$ cat src/rtl/orb_frame_pkg.sv
// Shared constants, frame-type encodings and state enum for the frame scheduler.
// Also holds the builder for the status frame layout shared by sync and stats frames.
package orb_frame_pkg;

  localparam logic [7:0]  HDR_SYNC       = 8'hA6;
  localparam logic [7:0]  HDR_STATS      = 8'hA7;
  localparam logic [31:0] TPIU_SYNC_WORD = 32'hFFFFFF7F;

  localparam logic [1:0]  TYPE_TRACE = 2'd0;
  localparam logic [1:0]  TYPE_SYNC  = 2'd1;
  localparam logic [1:0]  TYPE_STATS = 2'd2;

  localparam int TIMER_W = 23;

  typedef enum logic {
    ST_IDLE  = 1'b0,
    ST_OFFER = 1'b1
  } sched_state_e;

  // Sync and stats frames differ only in the header byte.
  function automatic logic [127:0] status_frame(
    input logic [7:0]  hdr,
    input logic [15:0] frames_cnt,
    input logic [7:0]  leds,
    input logic [15:0] lost_frames,
    input logic [31:0] total_frames
  );
    return {hdr, frames_cnt, 16'h0000, leds, lost_frames, total_frames, TPIU_SYNC_WORD};
  endfunction

endpackage

$ cat src/rtl/frame_scheduler_sync_timer.sv
// Reloadable down-counter that saturates at zero; zero flags a due sync frame.
// Load has priority over counting so a reload in an enabled cycle is not lost.
module sync_timer #(
  parameter int               WIDTH  = 23,
  parameter logic [WIDTH-1:0] RELOAD = '1
) (
  input  logic clk,
  input  logic rst_n,
  input  logic load,
  input  logic enable,
  output logic zero
);

  logic [WIDTH-1:0] count_q;
  logic [WIDTH-1:0] count_d;

  always_comb begin
    count_d = count_q;
    if (load) begin
      count_d = RELOAD;
    end else if (enable && (count_q != '0)) begin
      count_d = count_q - 1'b1;
    end
  end

  always_ff @(posedge clk or negedge rst_n) begin
    if (!rst_n) begin
      count_q <= '0;
    end else begin
      count_q <= count_d;
    end
  end

  assign zero = (count_q == '0);

endmodule

$ cat src/rtl/frame_scheduler.sv
// Picks the next 128-bit frame for the serialiser: sync, then stats, then trace.
// Holds each offer until taken; pops the trace buffer in the selection cycle only.
module frame_scheduler
  import orb_frame_pkg::*;
#(
  parameter int SYNC_INTERVAL = 8388607,
  parameter int MAX_BURST     = 64,
  parameter int BUFFLENLOG2   = 9
) (
  input  logic                   clk,
  input  logic                   rst_n,
  input  logic                   Enable,
  input  logic [127:0]           Frame,
  input  logic                   FrameReady,
  output logic                   FrameNext,
  input  logic [BUFFLENLOG2-1:0] FramesCnt,
  input  logic                   StatsReq,
  input  logic [7:0]             Leds,
  input  logic [15:0]            LostFrames,
  input  logic [31:0]            TotalFrames,
  output logic [127:0]           OutFrame,
  output logic                   OutValid,
  input  logic                   OutTaken,
  output logic [1:0]             OutType
);

  localparam int                 BURST_W   = $clog2(MAX_BURST + 1);
  localparam logic [BURST_W-1:0] BURST_MAX = BURST_W'(MAX_BURST);

  sched_state_e       state_q, state_d;
  logic [127:0]       out_frame_q, out_frame_d;
  logic [1:0]         out_type_q, out_type_d;
  logic               out_valid_q, out_valid_d;
  logic [BURST_W-1:0] burst_q, burst_d;
  logic               stats_pend_q, stats_pend_d;

  logic               timer_zero;
  logic               sync_pending;
  logic               sel_sync;
  logic               pop;
  logic [15:0]        frames_cnt_ext;

  assign frames_cnt_ext = 16'(FramesCnt);
  assign sync_pending   = timer_zero || (burst_q == BURST_MAX);

  sync_timer #(
    .WIDTH  (TIMER_W),
    .RELOAD (TIMER_W'(SYNC_INTERVAL))
  ) u_sync_timer (
    .clk    (clk),
    .rst_n  (rst_n),
    .load   (sel_sync),
    .enable (Enable),
    .zero   (timer_zero)
  );

  always_comb begin
    state_d      = state_q;
    out_frame_d  = out_frame_q;
    out_type_d   = out_type_q;
    out_valid_d  = out_valid_q;
    burst_d      = burst_q;
    stats_pend_d = stats_pend_q;
    sel_sync     = 1'b0;
    pop          = 1'b0;

    case (state_q)
      ST_IDLE: begin
        if (Enable) begin
          if (sync_pending) begin
            sel_sync    = 1'b1;
            out_frame_d = status_frame(HDR_SYNC, frames_cnt_ext, Leds, LostFrames, TotalFrames);
            out_type_d  = TYPE_SYNC;
            out_valid_d = 1'b1;
            burst_d     = '0;
            state_d     = ST_OFFER;
          end else if (stats_pend_q) begin
            out_frame_d  = status_frame(HDR_STATS, frames_cnt_ext, Leds, LostFrames, TotalFrames);
            out_type_d   = TYPE_STATS;
            out_valid_d  = 1'b1;
            stats_pend_d = 1'b0;
            state_d      = ST_OFFER;
          end else if (FrameReady) begin
            pop         = 1'b1;
            out_frame_d = Frame;
            out_type_d  = TYPE_TRACE;
            out_valid_d = 1'b1;
            if (burst_q != BURST_MAX) begin
              burst_d = burst_q + 1'b1;
            end
            state_d = ST_OFFER;
          end
        end
      end
      ST_OFFER: begin
        // An offer is never withdrawn, even if Enable has dropped meanwhile.
        if (OutTaken) begin
          out_valid_d = 1'b0;
          state_d     = ST_IDLE;
        end
      end
      default: begin
        state_d = ST_IDLE;
      end
    endcase

    // A new request arriving as the previous one is serviced must not be lost.
    if (StatsReq) begin
      stats_pend_d = 1'b1;
    end
  end

  always_ff @(posedge clk or negedge rst_n) begin
    if (!rst_n) begin
      state_q      <= ST_IDLE;
      out_frame_q  <= '0;
      out_type_q   <= TYPE_TRACE;
      out_valid_q  <= 1'b0;
      burst_q      <= '0;
      stats_pend_q <= 1'b0;
    end else begin
      state_q      <= state_d;
      out_frame_q  <= out_frame_d;
      out_type_q   <= out_type_d;
      out_valid_q  <= out_valid_d;
      burst_q      <= burst_d;
      stats_pend_q <= stats_pend_d;
    end
  end

  // During reset the timer reads zero, so sync priority keeps the pop strobe low.
  assign FrameNext = pop;
  assign OutFrame  = out_frame_q;
  assign OutType   = out_type_q;
  assign OutValid  = out_valid_q;

endmodule
$ cat config.mk
export PLATFORM = sky130hd
export DESIGN_NAME = frame_scheduler
export DESIGN_NICKNAME = d
export VERILOG_FILES = /design/src/rtl/orb_frame_pkg.sv /design/src/rtl/frame_scheduler_sync_timer.sv /design/src/rtl/frame_scheduler.sv
export SDC_FILE = /design/constraint.sdc
export NUM_CORES = 1
export LEC_CHECK = 0
export ABC_AREA = 1
export BUFFER_PORTS_ARGS = -buffer_cell sky130_fd_sc_hd__buf_2
export CAP_MARGIN = 30
export CORE_MARGIN = 4
export CORE_UTILIZATION = 54
export DETAILED_ROUTE_END_ITERATION = 8
export PLACE_DENSITY = 0.94
export SETUP_SLACK_MARGIN = 0.15
export SLEW_MARGIN = 20
export SYNTH_ARGS = -nofsm -noshare
export SYNTH_HDL_FRONTEND = slang
export SYNTH_SLANG_ARGS = --single-unit
$ cat constraint.sdc
create_clock -name clk -period 4.4 [get_ports clk]
set_input_delay 0.44 -clock clk [delete_from_list [all_inputs] [get_ports clk]]
set_output_delay 0.44 -clock clk [all_outputs]
set_load 0.005 [all_outputs]
==> results of run 1 <==
routing by layer:
metal / routed length, um / up-vias / part of all wire [%]
met5: 13 / - / 0.049
met4: 880 / 2 / 3.3
met3: 2150 / 81 / 8.0
met2: 13200 / 433 / 50
met1: 10400 / 4182 / 39
li1: - / 4331 / -
logic make-up after synthesis:
group	synth area share (%)
simple gates	32.8
flops	46.2
compound gates	6.52
buf+inv	5.70
mux	7.37
xor+xnor	0.794
fa+ha+maj	0.567
per-stage QoR:
step           power, uW  cells  hold WS [ns]  instance area, um2
6_report            5600   1704         0.194               11100
2_1_floorplan       3350   1181         0.144                8820
3_3_place_gp        4040   1669         0.458               10500
4_1_cts             5610   1702         0.152               11100
5_1_grt             5990   1704         0.195               11100
3_5_place_dp        4140   1670         0.460               10500
final cells by class:
class	instances	area, um2
clock buffers	19	443
clock inverters	13	126
fillers	1234	4830
inverters	41	154
multi-input cells	912	4250
flip-flops and latches	163	4080
well taps	216	270
repair buffers	340	1790
where the power goes:
part           leakage, uW  internal (uW)  switching, uW
Clock             0.000272            803            636
Sequential         0.00203           1920            347
Combinational      0.00394            761           1140
state kept, by name, summed over array words and instances, names as in the netlist:
signal                count
OutValid                  1
u_sync_timer.count_q     23
burst_q                   7
OutFrame                128
OutType                   2
stats_pend_q              1
state_q                   1
critical path, stage by stage, from the launching register on:
cell     delay (ns)
dfrtp_1        0.39
inv_1          0.18
ha_1           0.21
nand2_1        0.06
nor2_1         0.16
nand4_1        0.39
nand2_1        0.69
inv_1          0.29
nand2_1        0.15
nand2_1        0.06
worst min path at each step:
| stage | slack [ns] | endpoint | start | cells past startpoint |
|---|---|---|---|---|
| global route | 0.19 | stats_pend_q$_DFFE_PN0P_ | StatsReq | 2 |
| floorplan | 0.14 | OutFrame[0]$_DFFE_PN0P_ | rst_n | 0 |
| CTS | 0.15 | u_sync_timer.count_q[12]$_DFFE_PN0P_ | rst_n | 1 |
| finish | 0.19 | stats_pend_q$_DFFE_PN0P_ | StatsReq | 2 |
| detailed placement | 0.46 | OutFrame[86]$_DFFE_PN0P_ | OutFrame[86]$_DFFE_PN0P_ | 2 |
| global placement | 0.46 | OutFrame[83]$_DFFE_PN0P_ | OutFrame[83]$_DFFE_PN0P_ | 2 |
cells in the mapped netlist (all sizes together):
| library cell | number |
|---|---|
| dfrtp | 163 |
| a21oi | 1 |
| nand2 | 584 |
| nand3 | 30 |
| o21ai | 96 |
| nand4 | 16 |
| a21o | 1 |
| clkbuf | 23 |
| buf | 42 |
| o211ai | 11 |
| ha | 4 |
| mux2i | 65 |
| nand3b | 7 |
| nor2 | 88 |
| inv | 41 |
| nor3 | 1 |
| xor2 | 5 |
| xnor2 | 3 |
timing repair:
item                                   CTS  global route
hold buffers                             0             1
buffers inserted                         0             0
endpoints found under the hold margin    0            25
==> qor.txt, run 1 <==
status: finished, final reports clean
Antenna diodes: 0
total CTS buffers: 17
vias in the first global route: 8,528
Layout area overhead: 25.9%
router iterations before antenna repair: 6
RSZ-0062 raised after global routing: no
HPWL Detailed: 19,200 um
Die W: 136 um
gp weighted congestion: 0.931
Worst slew margin: 48.1%
commonest non-fill, non-tap cell in the layout: nand2_1
clock tree buffer depth: 2
DRC: 0
met2 Use GR: 46.9%
setup slack after layout: 1.71 ns
critical path endpoint: u_sync_timer.count_q[0]$_DFFE_PN0P_
Post-DRT Antenna Nets: 0
crit path from: u_sync_timer.count_q[0]$_DFFE_PN0P_
Die Y: 136 um
leakage power: 0.00624 uW
setup violators final: 0
vias: 9,029
critical path class: register to register
I/O Buffers: 330
CP Capture Type: register
TNS Setup: 0 ns
post-synthesis sequential area ratio: 46.2%
Final Hold Vio Count: 0
Placeable Area: 15,900 um2
Worst-Skew Late Latency: 0.43 ns
final period utilization: 61.2%
crit path time final: 2.69 ns
initial antenna violation count: 1
worst flop-to-flop path endpoint: u_sync_timer.count_q[0]$_DFFE_PN0P_
Synth Register Bits: 163
share of the synthesized area in the top cell type: 46.2%
CP max FO: 19
Reg2Reg Depth: 9
worst-margin pin slew: 0.778 ns
PD cells: 504 nW/um2
crit start category: register
grt met3 use: 6.51%
Post-Syn Area: 8820 um2
CP Data Required Time: 4.72 ns
first-pass GRT wire length: 41,800 um
layout cells sized above 1: 26.0%
via density per instance: 5.30
routed len/inst: 15.7 um
cell taking the most area after synthesis: dfrtp_1
max cap viols: 0
Boundary Pins: 331
Mapped Cells: 1,181
most frequent cells in the layout: nand2_1, buf_2, dfrtp_1
Final nets: 1,678
Total Wirelength: 26,700 um
largest cells by area after synthesis: dfrtp_1, nand2_1, mux2i_1
Ys Warns: 0
r2r setup slk: 1.71 ns
Slew Viols, Final: 0
Worst EP arrival: 3.01 ns
CTS sink cnt: 163
Die ar.: 18,400 um2
H-tree levels: 4
pre-CTS setup slack: 1.78 ns
GR peak layer: met2
Worst Hold Class: input pin to register
gr usage total: 28.5%
Overflow after GRT: 0
Peak VDD IR: 327 uV
largest net degree at the start of global routing: 102
post-cts gate resize count: 0
worst r2r src: u_sync_timer.count_q[0]$_DFFE_PN0P_
Distinct cells, synth: 29
Worst-path clk slew: 0.06 ns
CTS tree: built
Clock Skew: 0.00747 ns
clock root cell: clkbuf_16
Mapped Nets: 1,384
maximum clock rate: 0.371 GHz
Layout Utilization: 69.7%
Syn Area/Cell: 7.47 um2
Initial Utilization: 55.3%
M1 GR Usage: 36.8%
Initial DRC Count: 747
Rows: 46
Note: power is estimated with default switching activity, not from simulation.
==> inputs of run 2 (changes only) <==
--- a/config.mk
+++ b/config.mk
@@ -9,9 +9,9 @@
 export BUFFER_PORTS_ARGS = -buffer_cell sky130_fd_sc_hd__buf_2
 export CAP_MARGIN = 30
 export CORE_MARGIN = 4
-export CORE_UTILIZATION = 54
+export CORE_UTILIZATION = 45
 export DETAILED_ROUTE_END_ITERATION = 8
-export PLACE_DENSITY = 0.94
+export PLACE_DENSITY = 0.84
 export SETUP_SLACK_MARGIN = 0.15
 export SLEW_MARGIN = 20
 export SYNTH_ARGS = -nofsm -noshare
==> constraint.sdc (replaced) <==
create_clock -name clk -period 2.29 [get_ports clk]
set_input_delay 0.229 -clock clk [delete_from_list [all_inputs] [get_ports clk]]
set_output_delay 0.229 -clock clk [all_outputs]
set_load 0.005 [all_outputs]
==> run 2 against run 1 <==
- clock power grew 110%
- clock skew grew 0.011 ns
- routed wire length down 1.9%
- core utilization shrank 9.6 points
- sequential share of layout area is 1.0 points lower
- power grew 98%
- cell area is 2.9% higher
- cell count increased by 3.5%
- global-route usage is 4.8 points lower
==> qor.txt, run 2 (synthesis gave the netlist of run 1 again) <==
status: finished, final reports clean
final period utilization: 88.6%
first-pass GRT wire length: 42,600 um
Final nets: 1,694
max reg flops: 128
Die ar.: 21,900 um2
layout cells sized above 1: 27.2%
Post-DRT Antenna Nets: 0
Clock Skew: 0.0182 ns
HPWL Detailed: 19,200 um
Net Switching: 4090 uW
Peak VDD IR: 551 uV
Flop pwr share: 39.0%
H-tree levels: 4
PD cells: 969 nW/um2
Worst-Skew Late Latency: 0.42 ns
Post-DP Area: 10,800 um2
gp weighted congestion: 0.942
Final Hold Vio Count: 0
Total Wirelength: 26,200 um
max cap viols: 0
Total Power: 11,100 uW
Reg2Reg Depth: 11
CP Capture Type: output port
Layout area overhead: 29.6%
CP max FO: 5
CTS tree: built
commonest non-fill, non-tap cell in the layout: nand2_1
critical path class: register to output port
gr usage total: 23.7%
Worst Hold Class: input pin to register
router iterations before antenna repair: 5
Worst slew margin: 54.1%
Overflow after GRT: 0
Slew Viols, Final: 0
crit start category: register
largest net degree at the start of global routing: 97
I/O Buffers: 330
via density per instance: 5.01
DRC: 0
worst-margin pin slew: 0.688 ns
CTS sink cnt: 163
WHS Path Cells: 3
Placeable Area: 19,000 um2
clock tree buffer depth: 2
Antenna diodes: 0
Internal: 6980 uW
vias in the first global route: 8,840
Initial DRC Count: 551
CP Data Required Time: 2.06 ns
leakage power: 0.00638 uW
Comb power frac: 33.9%
Die W: 148 um
total CTS buffers: 17
Rows: 50
TNS Setup: 0 ns
Die Y: 148 um
most frequent cells in the layout: nand2_1, buf_2, dfrtp_1
RSZ-0062 raised after global routing: yes
Design Area, Final: 11,400 um2
initial antenna violation count: 2
Worst-path clk slew: 0.07 ns
setup violators final: 0
Boundary Pins: 331
clock root cell: clkbuf_16
Worst EP arrival: 1.80 ns
sw frac: 37.0%
routed len/inst: 14.9 um
crit path time final: 2.03 ns
Layout Utilization: 60.1%
maximum clock rate: 0.493 GHz
vias: 8,843
Initial Utilization: 46.4%
Clk pwr share: 27.1%
==> run 2: changes by cell type in the layout (fill, tap and decap cells not counted), moves of 2 or more <==
cell / previous run / this run
bufinv_16: 1 / 3
clkinvlp_4: 3 / 0
buf_12: 1 / 9
dlygate4sd3_1: 1 / 3
nand2_1: 581 / 579
nand2_2: 1 / 3
buf_4: 6 / 13
nor2_1: 80 / 76
nor2_2: 6 / 10
==> run 2: worst paths after layout <==
path	start	endpoint	slack, ns
hold / removal	Frame[97]	OutFrame[97]$_DFFE_PN0P_	0.04
min in group asynchronous	rst_n	u_sync_timer.count_q[15]$_DFFE_PN0P_	0.32
max in group asynchronous	rst_n	OutFrame[47]$_DFFE_PN0P_	1.26
hold reg to reg	OutFrame[0]$_DFFE_PN0P_	OutFrame[0]$_DFFE_PN0P_	0.47
setup reg to reg	u_sync_timer.count_q[9]$_DFFE_PN0P_	OutFrame[32]$_DFFE_PN0P_	0.31
setup / recovery	u_sync_timer.count_q[9]$_DFFE_PN0P_	FrameNext	0.26
==> run 2: final cells by class <==
type / count / area, um2
clock buffers: 17 / 425
clock inverters: 15 / 193
fillers: 1729 / 7580
inverters: 41 / 155
multi-input cells: 912 / 4260
flip-flops and latches: 163 / 4080
well taps: 260 / 325
repair buffers: 356 / 1990
==> run 2: metrics by stage <==
stage               instances  hold WS, ns  setup slack [ns]
floorplan                1181      -0.0666             0.595
global placement         1728        0.204             0.331
detailed placement       1728        0.204             0.276
CTS                      1763       0.0248             0.199
global route             1764       0.0237             0.127
finish                   1764       0.0413             0.262
==> run 2: worst max-delay path: stages, from the launching register on <==
cell and delay, ns:
dfrtp_1 0.44, nor2_1 0.17, nand2_1 0.14, nor2_4 0.20
nand3_1 0.12, nand3_1 0.14, nor2_1 0.05, buf_2 0.13
==> run 2: repair_timing <==
item,4_1_cts,5_1_grt
setup buffers,0,1
setup endpoints to repair,0,32
hold buffers,3,0
gates resized for setup,0,8
endpoints found under the hold margin,46,0
==> run 2: routing by layer <==
| layer | GRT usage, % | wire, um |
|---|---|---|
| met4 | 8.45 | 698 |
| met1 | 28.6 | 10400 |
| met2 | 41.2 | 13300 |
| met3 | 5.92 | 1830 |
| met5 | 0 | 7 |
==> run 2: power groups by stage <==
stage	clock (uW)	sequential [uW]	combinational (uW)
floorplan	0	4280	2160
global placement	0	4300	3590
detailed placement	0	4310	3700
CTS	3070	4300	3720
global route	3230	4420	4250
finish	3010	4320	3750
